==> config.mk <==
export PLATFORM = sky130hd
export DESIGN_NAME = booth_r4_mult_flat
export DESIGN_NICKNAME = d
export VERILOG_FILES = /design/src/rtl/booth_pkg.sv /design/src/rtl/booth_r4_mult_if.sv /design/src/rtl/booth_r4_recoder.sv /design/src/rtl/booth_r4_mult.sv /design/src/flat_wrapper.sv
export SDC_FILE = /design/constraint.sdc
export NUM_CORES = 1
export LEC_CHECK = 0
export CAP_MARGIN = 20
export CORE_ASPECT_RATIO = 1.1
export CORE_MARGIN = 3
export CORE_UTILIZATION = 25
export DETAILED_ROUTE_END_ITERATION = 8
export DONT_BUFFER_PORTS = 1
export PLACE_DENSITY = 0.47
export SYNTH_ARGS = -nofsm -noshare
export SYNTH_HDL_FRONTEND = slang
export SYNTH_SLANG_ARGS = --single-unit
==> constraint.sdc <==
create_clock -name clk -period 7.7 [get_ports clk]
set_input_delay 0.77 -clock clk [delete_from_list [all_inputs] [get_ports clk]]
set_output_delay 0.77 -clock clk [all_outputs]
set_load 0.02 [all_outputs]
==> src/rtl/booth_pkg.sv <==
// Shared encodings and sizing helpers for the radix-4 Booth multiplier.
// BOOTH_SERIAL_OUT_EN adds the OUT_HI/OUT_LO half-word output states.
package booth_pkg;

    localparam logic [2:0] ST_IDLE      = 3'd0;
    localparam logic [2:0] ST_INIT      = 3'd1;
    localparam logic [2:0] ST_ADD_SHIFT = 3'd2;
    localparam logic [2:0] ST_OUT_HI    = 3'd3;
    localparam logic [2:0] ST_OUT_LO    = 3'd4;
    localparam logic [2:0] ST_DONE      = 3'd5;

    localparam logic [2:0] DIG_ZERO = 3'd0;
    localparam logic [2:0] DIG_P1   = 3'd1;
    localparam logic [2:0] DIG_P2   = 3'd2;
    localparam logic [2:0] DIG_N1   = 3'd3;
    localparam logic [2:0] DIG_N2   = 3'd4;

    // One iteration per two bits of the (WIDTH+2)-bit extended multiplier.
    function automatic int booth_iters(input int width);
        return width / 2 + 1;
    endfunction

    function automatic int booth_cnt_w(input int width);
        return $clog2(booth_iters(width));
    endfunction

endpackage

==> src/rtl/booth_r4_mult_if.sv <==
// Request/result bundle of booth_r4_mult; outbus exists only with
// BOOTH_SERIAL_OUT_EN defined.
interface booth_r4_mult_if #(
    parameter int WIDTH = 8
);
    logic                   start;
    logic                   is_signed;
    logic [WIDTH-1:0]       M;
    logic [WIDTH-1:0]       Q;
    logic                   busy;
    logic                   done;
    logic [2*WIDTH-1:0]     product;
`ifdef BOOTH_SERIAL_OUT_EN
    logic [WIDTH-1:0]       outbus;
`endif

    modport master (
        output start, is_signed, M, Q,
        input  busy, done, product
`ifdef BOOTH_SERIAL_OUT_EN
        , input outbus
`endif
    );

    modport slave (
        input  start, is_signed, M, Q,
        output busy, done, product
`ifdef BOOTH_SERIAL_OUT_EN
        , output outbus
`endif
    );
endinterface

==> src/rtl/booth_r4_recoder.sv <==
// Radix-4 Booth digit recoding and accumulate: sum = A + digit * M,
// all in WIDTH+2 bits (wide enough that +-2M never overflows).
module booth_r4_recoder
    import booth_pkg::*;
#(
    parameter int WIDTH = 8
) (
    input  logic [2:0]       triple,
    input  logic [WIDTH+1:0] m_ext,
    input  logic [WIDTH+1:0] a,
    output logic [WIDTH+1:0] sum
);
    logic [2:0]       digit;
    logic [WIDTH+1:0] m2;
    logic [WIDTH+1:0] addend;

    assign m2 = {m_ext[WIDTH:0], 1'b0};

    always_comb begin
        digit = DIG_ZERO;
        case (triple)
            3'b001, 3'b010: digit = DIG_P1;
            3'b011:         digit = DIG_P2;
            3'b100:         digit = DIG_N2;
            3'b101, 3'b110: digit = DIG_N1;
            default:        digit = DIG_ZERO;
        endcase
    end

    always_comb begin
        addend = '0;
        case (digit)
            DIG_P1:  addend = m_ext;
            DIG_P2:  addend = m2;
            DIG_N1:  addend = -m_ext;
            DIG_N2:  addend = -m2;
            default: addend = '0;
        endcase
    end

    assign sum = a + addend;

endmodule

==> src/rtl/booth_r4_mult.sv <==
// Sequential radix-4 Booth multiplier, signed/unsigned per operation.
// BOOTH_SERIAL_OUT_EN adds the half-word outbus port and its two states.
module booth_r4_mult
    import booth_pkg::*;
#(
    parameter int WIDTH = 8
) (
    input  logic           clk,
    input  logic           reset,
    booth_r4_mult_if.slave bus
);
    localparam int XW = WIDTH + 2;
    localparam int N  = booth_iters(WIDTH);
    localparam int CW = booth_cnt_w(WIDTH);
    localparam logic [CW-1:0] LAST = CW'(N - 1);

    logic [2:0]         state_reg, state_next;
    logic [XW-1:0]      m_reg, a_reg, q_reg;
    logic               qm1_reg;
    logic [CW-1:0]      count_reg;
    logic [2*WIDTH-1:0] product_reg;
`ifdef BOOTH_SERIAL_OUT_EN
    logic [WIDTH-1:0]   outbus_reg;
`endif

    logic [XW-1:0]      m_ext, q_ext;
    logic [XW-1:0]      sum, a_shift, q_shift;
    logic [2*WIDTH-1:0] product_next;
    logic               busy, done;

    assign m_ext = bus.is_signed ? {{2{bus.M[WIDTH-1]}}, bus.M} : {2'b00, bus.M};
    assign q_ext = bus.is_signed ? {{2{bus.Q[WIDTH-1]}}, bus.Q} : {2'b00, bus.Q};

    booth_r4_recoder #(.WIDTH(WIDTH)) u_recoder (
        .triple (q_reg[1:0] == 2'b00 && !qm1_reg ? 3'b000 : {q_reg[1:0], qm1_reg}),
        .m_ext  (m_reg),
        .a      (a_reg),
        .sum    (sum)
    );

    // Arithmetic shift of {A,Q,Q-1} by two; the low 2W bits of {A,Q} after
    // the final shift are the exact product in either mode.
    assign a_shift      = {{2{sum[XW-1]}}, sum[XW-1:2]};
    assign q_shift      = {sum[1:0], q_reg[XW-1:2]};
    assign product_next = {a_shift[WIDTH-3:0], q_shift};

    always_ff @(posedge clk or negedge reset) begin
        if (!reset) begin
            state_reg <= ST_IDLE;
        end else begin
            state_reg <= state_next;
        end
    end

    always_comb begin
        state_next = ST_IDLE;
        case (state_reg)
            ST_IDLE:      state_next = bus.start ? ST_INIT : ST_IDLE;
            ST_INIT:      state_next = ST_ADD_SHIFT;
`ifdef BOOTH_SERIAL_OUT_EN
            ST_ADD_SHIFT: state_next = (count_reg == LAST) ? ST_OUT_HI : ST_ADD_SHIFT;
            ST_OUT_HI:    state_next = ST_OUT_LO;
            ST_OUT_LO:    state_next = ST_DONE;
`else
            ST_ADD_SHIFT: state_next = (count_reg == LAST) ? ST_DONE : ST_ADD_SHIFT;
`endif
            ST_DONE:      state_next = ST_IDLE;
            default:      state_next = ST_IDLE;
        endcase
    end

    always_comb begin
        busy = 1'b0;
        done = 1'b0;
        case (state_reg)
            ST_INIT, ST_ADD_SHIFT, ST_OUT_HI, ST_OUT_LO: busy = 1'b1;
            ST_DONE:                                     done = 1'b1;
            default: begin
                busy = 1'b0;
                done = 1'b0;
            end
        endcase
    end

    always_ff @(posedge clk or negedge reset) begin
        if (!reset) begin
            m_reg       <= '0;
            a_reg       <= '0;
            q_reg       <= '0;
            qm1_reg     <= 1'b0;
            count_reg   <= '0;
            product_reg <= '0;
`ifdef BOOTH_SERIAL_OUT_EN
            outbus_reg  <= '0;
`endif
        end else begin
            case (state_reg)
                ST_IDLE: begin
                    if (bus.start) begin
                        m_reg <= m_ext;
                        q_reg <= q_ext;
                    end
                end
                ST_INIT: begin
                    a_reg     <= '0;
                    qm1_reg   <= 1'b0;
                    count_reg <= '0;
                end
                ST_ADD_SHIFT: begin
                    a_reg     <= a_shift;
                    q_reg     <= q_shift;
                    qm1_reg   <= q_reg[1];
                    count_reg <= count_reg + CW'(1);
                    if (count_reg == LAST) begin
                        product_reg <= product_next;
`ifdef BOOTH_SERIAL_OUT_EN
                        outbus_reg  <= product_next[2*WIDTH-1:WIDTH];
`endif
                    end
                end
`ifdef BOOTH_SERIAL_OUT_EN
                ST_OUT_HI: outbus_reg <= product_reg[WIDTH-1:0];
`endif
                default: ;
            endcase
        end
    end

    assign bus.busy    = busy;
    assign bus.done    = done;
    assign bus.product = product_reg;
`ifdef BOOTH_SERIAL_OUT_EN
    assign bus.outbus  = outbus_reg;
`endif

endmodule

==> src/flat_wrapper.sv <==
// flat-port wrapper written by rule: the top's interface ports become plain ports
module booth_r4_mult_flat import booth_pkg::*;
#(
    parameter int WIDTH = 8
)
  (clk, reset, bus_start, bus_is_signed, bus_M, bus_Q, bus_busy, bus_done, bus_product);
  booth_r4_mult_if #(.WIDTH(WIDTH)) bus_i ();
  input  logic clk;
  input  logic reset;
  input wire logic [$bits(bus_i.start)-1:0] bus_start;
  input wire logic [$bits(bus_i.is_signed)-1:0] bus_is_signed;
  input wire logic [$bits(bus_i.M)-1:0] bus_M;
  input wire logic [$bits(bus_i.Q)-1:0] bus_Q;
  output wire logic [$bits(bus_i.busy)-1:0] bus_busy;
  output wire logic [$bits(bus_i.done)-1:0] bus_done;
  output wire logic [$bits(bus_i.product)-1:0] bus_product;
  assign bus_i.start = bus_start;
  assign bus_i.is_signed = bus_is_signed;
  assign bus_i.M = bus_M;
  assign bus_i.Q = bus_Q;
  assign bus_busy = bus_i.busy;
  assign bus_done = bus_i.done;
  assign bus_product = bus_i.product;
  booth_r4_mult #(.WIDTH(WIDTH)) u_core (.clk(clk), .reset(reset), .bus(bus_i));
endmodule
Word-level counts from Yosys, hierarchy flattened

Cells that the tools add are included.
W data, S select, Z words.

Equal/unequal tests: 17
$add $sub $neg: 4
Mux-type cells: 15
Reduce and logical (&&, ||, !) cells: 12

Operators by type and width:

| operator              | count |
|---|---|
| $pmux W10 S2          | 2 |
| $pmux W10 S4          | 1 |
| $mux W10              | 3 |
| $eq A3 B3 Y1 const B  | 7 |
| $neg A10 Y10          | 2 |
| $eq A3 B2 Y1 const B  | 6 |
| $pmux W3 S4           | 1 |
| $add A10 B10 Y10      | 1 |
| $eq A3 B1 Y1 const B  | 3 |
| $pmux W3 S3           | 1 |
| $mux W3               | 2 |
| $pmux W3 S2           | 1 |
| $reduce_and A2 Y1     | 3 |
| $reduce_bool A2 Y1    | 2 |
| $reduce_or A2 Y1      | 2 |
| $reduce_or A4 Y1      | 1 |
| $add A3 B1 Y3 const B | 1 |
| $logic_not A3 Y1      | 1 |
| $mux W1               | 3 |
| $logic_not A2 Y1      | 1 |
| $ne A2 B2 Y1 const B  | 1 |
| $pmux W1 S2           | 1 |
| $logic_and A1 B1 Y1   | 1 |
| $logic_not A1 Y1      | 1 |

Logic and storage cells: 55
Flip-flop bits (word level): 53

Depth between registers and ports, before layout

Depth after elaboration: 10
Depth in mapped cells: 15
Gate-level depth less buffers: 15

Cells and area by module

From an unflattened synthesis, not the netlist that was laid out.

Cell total of the unflattened synthesis: 318
Area, all modules: 3224.3 µm²

Modules (own cells, without submodules):

| module           | instances | area each (µm²) | cells an instance | seq. area each (µm²) |
|---|---|---|---|---|
| booth_r4_mult    | 1         | 2258.4          | 183               | 1251.2 |
| booth_r4_recoder | 1         | 965.9           | 135               | 0.0 |

Worst setup path after synthesis

Ideal clock, no wire load.

Kind: register to register
From: register u_core.m_reg[0]
To: register u_core.a_reg[8]
Cell stages (with the launch flop): 14
Arrival: 3.220 ns
Slack: 4.356 ns
Path through: dfrtp_1 > inv_1 > ha_1 > or3b_2 > xnor2_1 > mux2i_1 > mux4_2 > ha_1 > nand2_1 > nand3_1 > o21ai_0 > or3_1 > and3_1 > a211o_1

Longest elaborated chain between the ends: 4
Elaborated cells between the ends (all ways): 5

Ends and longest elaborated chain:

| element                                | RTL line                                       | source |
|---|---|---|
| start: declaration                     | booth_r4_mult.sv:18                            | `logic [XW-1:0] m_reg, a_reg, q_reg;` |
| start signal: assignment               | booth_r4_mult.sv:100                           | `m_reg <= m_ext;` |
| $neg A10 Y10, on equally long branches | booth_r4_recoder.sv:35, booth_r4_recoder.sv:36 |  |
| $pmux W10 S4 *                         | booth_r4_recoder.sv:32                         | `case (digit)` |
| $add A10 B10 Y10 *                     | booth_r4_recoder.sv:41                         | `assign sum = a + addend;` |
| $pmux W10 S2 *                         | booth_r4_mult.sv:97                            | `case (state_reg)` |
| end signal: assignment                 | booth_r4_mult.sv:110                           | `a_reg <= a_shift;` |
| end: declaration                       | booth_r4_mult.sv:18                            |  |

Every way passes the cells marked *; elsewhere a longest branch is shown, timed or not.
A chain may end at the register's enable or synchronous reset.

Worst setup path in the final report

From: register u_core.m_reg[1]
To: register u_core.a_reg[8]

Same word-level chain as after synthesis.

==> summary.md <==
| Metric | Value |
|---|---|
| Run status | `finished clean` |
| Number of hold buffers added after cts | `0` |
| Share of post-route cells with drive strength above 1 | `~7.3%` |
| Ys async rst share | `between 90% and 100%` |
| Upper clock frequency limit | `about 0.27 GHz` |
| Final hold violation count | `0` |
| Total nets after synthesis | `~380` |
| Largest register FFs | `16` |
| Initial standard-cell utilization of the core | `26.1%` |
| DP Wirelength | `5380 um` |
| Total wire length | `between 7000 and 8000 um` |
| Initial antenna violation count | `0` |
| Worst-case clock skew | `0.00383 ns` |
| Total global routing overflow | `0` |
| DP Cell Count | `around 470` |
| Number of distinct library cell variants in the gate-level netlist after synthesis | `51` |
| Core Region | `approximately 0.012 mm^2` |
| Post-synthesis cell area | `~0.003 mm^2` |
| Htree depth | `2` |
| CTS tree | `built` |
| Yosys synthesis warning count | `0` |
| Synth-to-layout area growth | `8.77%` |
| Number of buffers inserted by port buffering | `0` |
| Number of instances in the synthesized netlist | `344` |
| Maximum resistive drop on vdd | `around 0.21 mV` |
| Final std cell area, no fill | `0.00332 mm^2` |
| RSZ-0062 raised after global routing | `false` |
| Most frequent cell on the critical path | `sky130_fd_sc_hd__ha_1` |
| Register bit count reported by yosys | `50` |
| Number of buffers on the longest clock path | `2` |
| Critical path's top delay family | `simple AND/OR/NAND/NOR gates` |
| Library cell contributing the largest single delay on the critical path | `sky130_fd_sc_hd__or3b_2` |
| Worst hold-check path type | `in -> async` |
| Drt drc | `0` |
| Net count reported at finish | `between 300 and 400` |
| Clock latency on the worst-skew pair | `approximately 0.29 ns` |
| Library cell occupying the most area in the post-synthesis netlist | `sky130_fd_sc_hd__dfrtp_1` |
| Cell breakdown of the critical path | `inv_1, ha_1, or3b_2, xnor2_1, mux2i_1, mux4_2, ha_1, nand2_1, nand3_1, o21ai_0, or3_1, and3_1, a211o_1` |
| Number of detailed-routing iterations run before antenna repair | `4` |
| Buf+Inv Stages, Crit Path | `1` |
| Power per unit of standard cell area | `a little over 500 mW/mm^2` |
| Pin count of the biggest net entering global routing | `51` |
| Number of flops mapped to enable cells by yosys | `0` |
| Clock buffers created by TritonCTS | `5` |
| Data arrival time at the worst-slack endpoint | `between 3 and 4 ns` |
| Total leakage power | `roughly 1.5 nW` |
| Critical Setup Path Class | `reg -> reg` |
| Root Driver | `sky130_fd_sc_hd__clkbuf_16` |
| Highest routing layer actually used | `met4` |
| Ratio of routed vias to standard cells | `roughly 4.8` |
| Count of non-filler cells in the finished layout | `~480` |
| Fraction of post-synthesis cell area in the top cell type by area | `41.0%` |
| Total negative slack | `0 ns` |
| Die Footprint | `between 0.01 and 0.015 mm^2` |
| Count of boundary I/O pins | `38` |
| Antenna cells | `0` |
| Reg clk slew, reported paths | `0.07 ns` |
| Most frequent standard cell in the layout excluding fill and tap cells | `sky130_fd_sc_hd__nand2_1` |
| Die Ht | `roughly 120 um` |
| Synthesized area divided by synthesized cell count | `roughly 9 um^2` |
| Data required, critical path | `approximately 7.9 ns` |
| Number of clock sinks seen by CTS | `50` |
| Routed WL per cell | `15.7 um` |
| Count of cells resized by post-cts repair | `0` |
| WL met1 | `3690 um` |
| Worst slew slack as a fraction of its limit | `36.4%` |
| Placement-stage cell area | `around 0.0032 mm^2` |
| Kind of capture point of the worst setup path | `flop` |
| Maximum cell stage delay along the critical path | `between 0.5 and 0.6 ns` |
| Number of setup buffers added after CTS | `0` |
| Overall routing resource usage | `11.3%` |
| Number of vias after detailed routing | `2315` |
| Synth area leaders | `sky130_fd_sc_hd__dfrtp_1 (41%), sky130_fd_sc_hd__nand2_1 (7.7%), sky130_fd_sc_hd__ha_1 (4.9%), sky130_fd_sc_hd__o21ai_0 (4.6%), sky130_fd_sc_hd__mux2i_1 (3.9%)` |
| Remaining antenna violation count | `0` |
| Critical path launch point type | `flop` |
| Die Width | `roughly 110 um` |
| Ys flop type | `sky130_fd_sc_hd__dfrtp_1` |
| Slew at the pin closest to its max-slew limit | `0.954 ns` |
| Routed length on met2 | `approximately 3400 um` |
| Amount of wire on met3 after detailed routing | `between 300 and 400 um` |
| Final critical path time including I/O delays and setup | `around 3.7 ns` |
| Row count | `a little over 40` |
| Setup-failing EPs final | `0` |
| Sequential-to-total area share from yosys stat | `between 40% and 50%` |
| Global placer's final weighted congestion | `~0.76` |
| Vias in the first global route | `~2.3k` |
| Crit Path Max Fanout | `6` |
| Commonest non-fill, non-tap cells in the layout | `sky130_fd_sc_hd__nand2_1 (63), sky130_fd_sc_hd__dfrtp_1 (50), sky130_fd_sc_hd__o21ai_0 (28), sky130_fd_sc_hd__nor2_1 (22), sky130_fd_sc_hd__a21oi_1 (17)` |
| Wire length of the first global-routing pass | `12400 um` |
| Max-cap violation count | `0` |
| Final max-slew violation count | `0` |
| Crit share post-route | `between 40% and 50%` |
| DRC violation total after the first TritonRoute iteration | `103` |
worst register-to-register path: cells and delay by family, from the launching register on:
| family | cells | cell delay [ns] |
|---|---|---|
| buffers and inverters | 1 | 0.11 |
| AOI/OAI and AO/OA | 2 | 0.34 |
| muxes | 2 | 0.60 |
| DFF | 1 | 0.42 |
| and+or+nand+nor | 5 | 1.19 |
| adders and majority gates | 2 | 0.63 |
| xor gates and xnor gates | 1 | 0.25 |
through the flow:
step           power, mW  util, %  hold slack [ns]  worst slack, ns
6_report            1.71     28.4            0.168             4.03
2_1_floorplan       1.28        -            0.460             4.36
4_1_cts             1.70     28.1            0.162             4.04
5_1_grt             1.87     28.4            0.149             3.77
3_5_place_dp        1.47     27.0            0.477             4.08
3_3_place_gp        1.46     27.0            0.476             4.15
kinds of logic after synthesis:
logic type	after synthesis	synth area share [%]
and+or+nand+nor	132	20.1
AOI/OAI and AO/OA	80	17.0
DFF	50	41.0
buffers and inverters	35	4.84
muxes	22	8.00
adders and majority gates	13	5.58
xor gates and xnor gates	12	3.44
routing by layer:
metal,vias to the layer above,global-route usage [%]
li1,1170,-
met1,1102,15.6
met2,39,17.8
met3,4,3.23
met4,0,2.59
met5,-,0
synthesized netlist by cell type, types with 3 or more instances:
master / n
sky130_fd_sc_hd__nand3_1: 6
sky130_fd_sc_hd__inv_1: 12
sky130_fd_sc_hd__or3_1: 5
sky130_fd_sc_hd__nor2_1: 22
sky130_fd_sc_hd__a22o_1: 8
sky130_fd_sc_hd__o21ai_0: 28
sky130_fd_sc_hd__nand2b_1: 6
sky130_fd_sc_hd__dfrtp_1: 50
sky130_fd_sc_hd__a21oi_1: 17
sky130_fd_sc_hd__mux2i_1: 12
sky130_fd_sc_hd__nor3_1: 8
sky130_fd_sc_hd__o21a_1: 4
sky130_fd_sc_hd__nand2_1: 63
sky130_fd_sc_hd__a221oi_1: 3
sky130_fd_sc_hd__clkbuf_1: 19
sky130_fd_sc_hd__and2_1: 4
sky130_fd_sc_hd__nor2b_1: 5
sky130_fd_sc_hd__xnor2_1: 10
sky130_fd_sc_hd__ha_1: 12
sky130_fd_sc_hd__mux2_2: 9
final timing paths:
| path | depth (start not counted) | slack [ns] | endpoint | start |
|---|---|---|---|---|
| hold reg to reg | 2 | 0.50 | u_core.bus.product[2]$_DFFE_PN0P_ | u_core.q_reg[4]$_DFFE_PN0P_ |
| setup reg to reg | 13 | 4.03 | u_core.a_reg[8]$_DFFE_PN0P_ | u_core.m_reg[1]$_DFFE_PN0P_ |
| max in group asynchronous | 0 | 7.40 | u_core.m_reg[1]$_DFFE_PN0P_ | reset |
| hold / removal | 0 | 0.17 | u_core.m_reg[3]$_DFFE_PN0P_ | reset |
| setup / recovery | 13 | 4.03 | u_core.a_reg[8]$_DFFE_PN0P_ | u_core.m_reg[1]$_DFFE_PN0P_ |
| min in group clk | 2 | 0.50 | u_core.bus.product[2]$_DFFE_PN0P_ | u_core.q_reg[4]$_DFFE_PN0P_ |
power by group:
| group | internal [mW] | total [mW] | switching (mW) | leakage, nW |
|---|---|---|---|---|
| clock network | 0.120 | 0.226 | 0.106 | 0.0701 |
| logic | 0.412 | 0.901 | 0.489 | 0.763 |
| registers | 0.379 | 0.582 | 0.203 | 0.639 |
| total | 0.910 | 1.71 | 0.798 | 1.47 |
cell type report:
| type | count | area, um^2 |
|---|---|---|
| Fill cell | 1265 | 8380 |
| Multi-Input combinational cell | 259 | 1660 |
| Tap cell | 150 | 188 |
| Clock buffer | 5 | 125 |
| Inverter | 13 | 48.8 |
| Clock inverter | 2 | 13.8 |
| Timing Repair Buffer | 2 | 35.0 |
| Sequential cell | 50 | 1250 |
(Power assumes the default switching activity.)
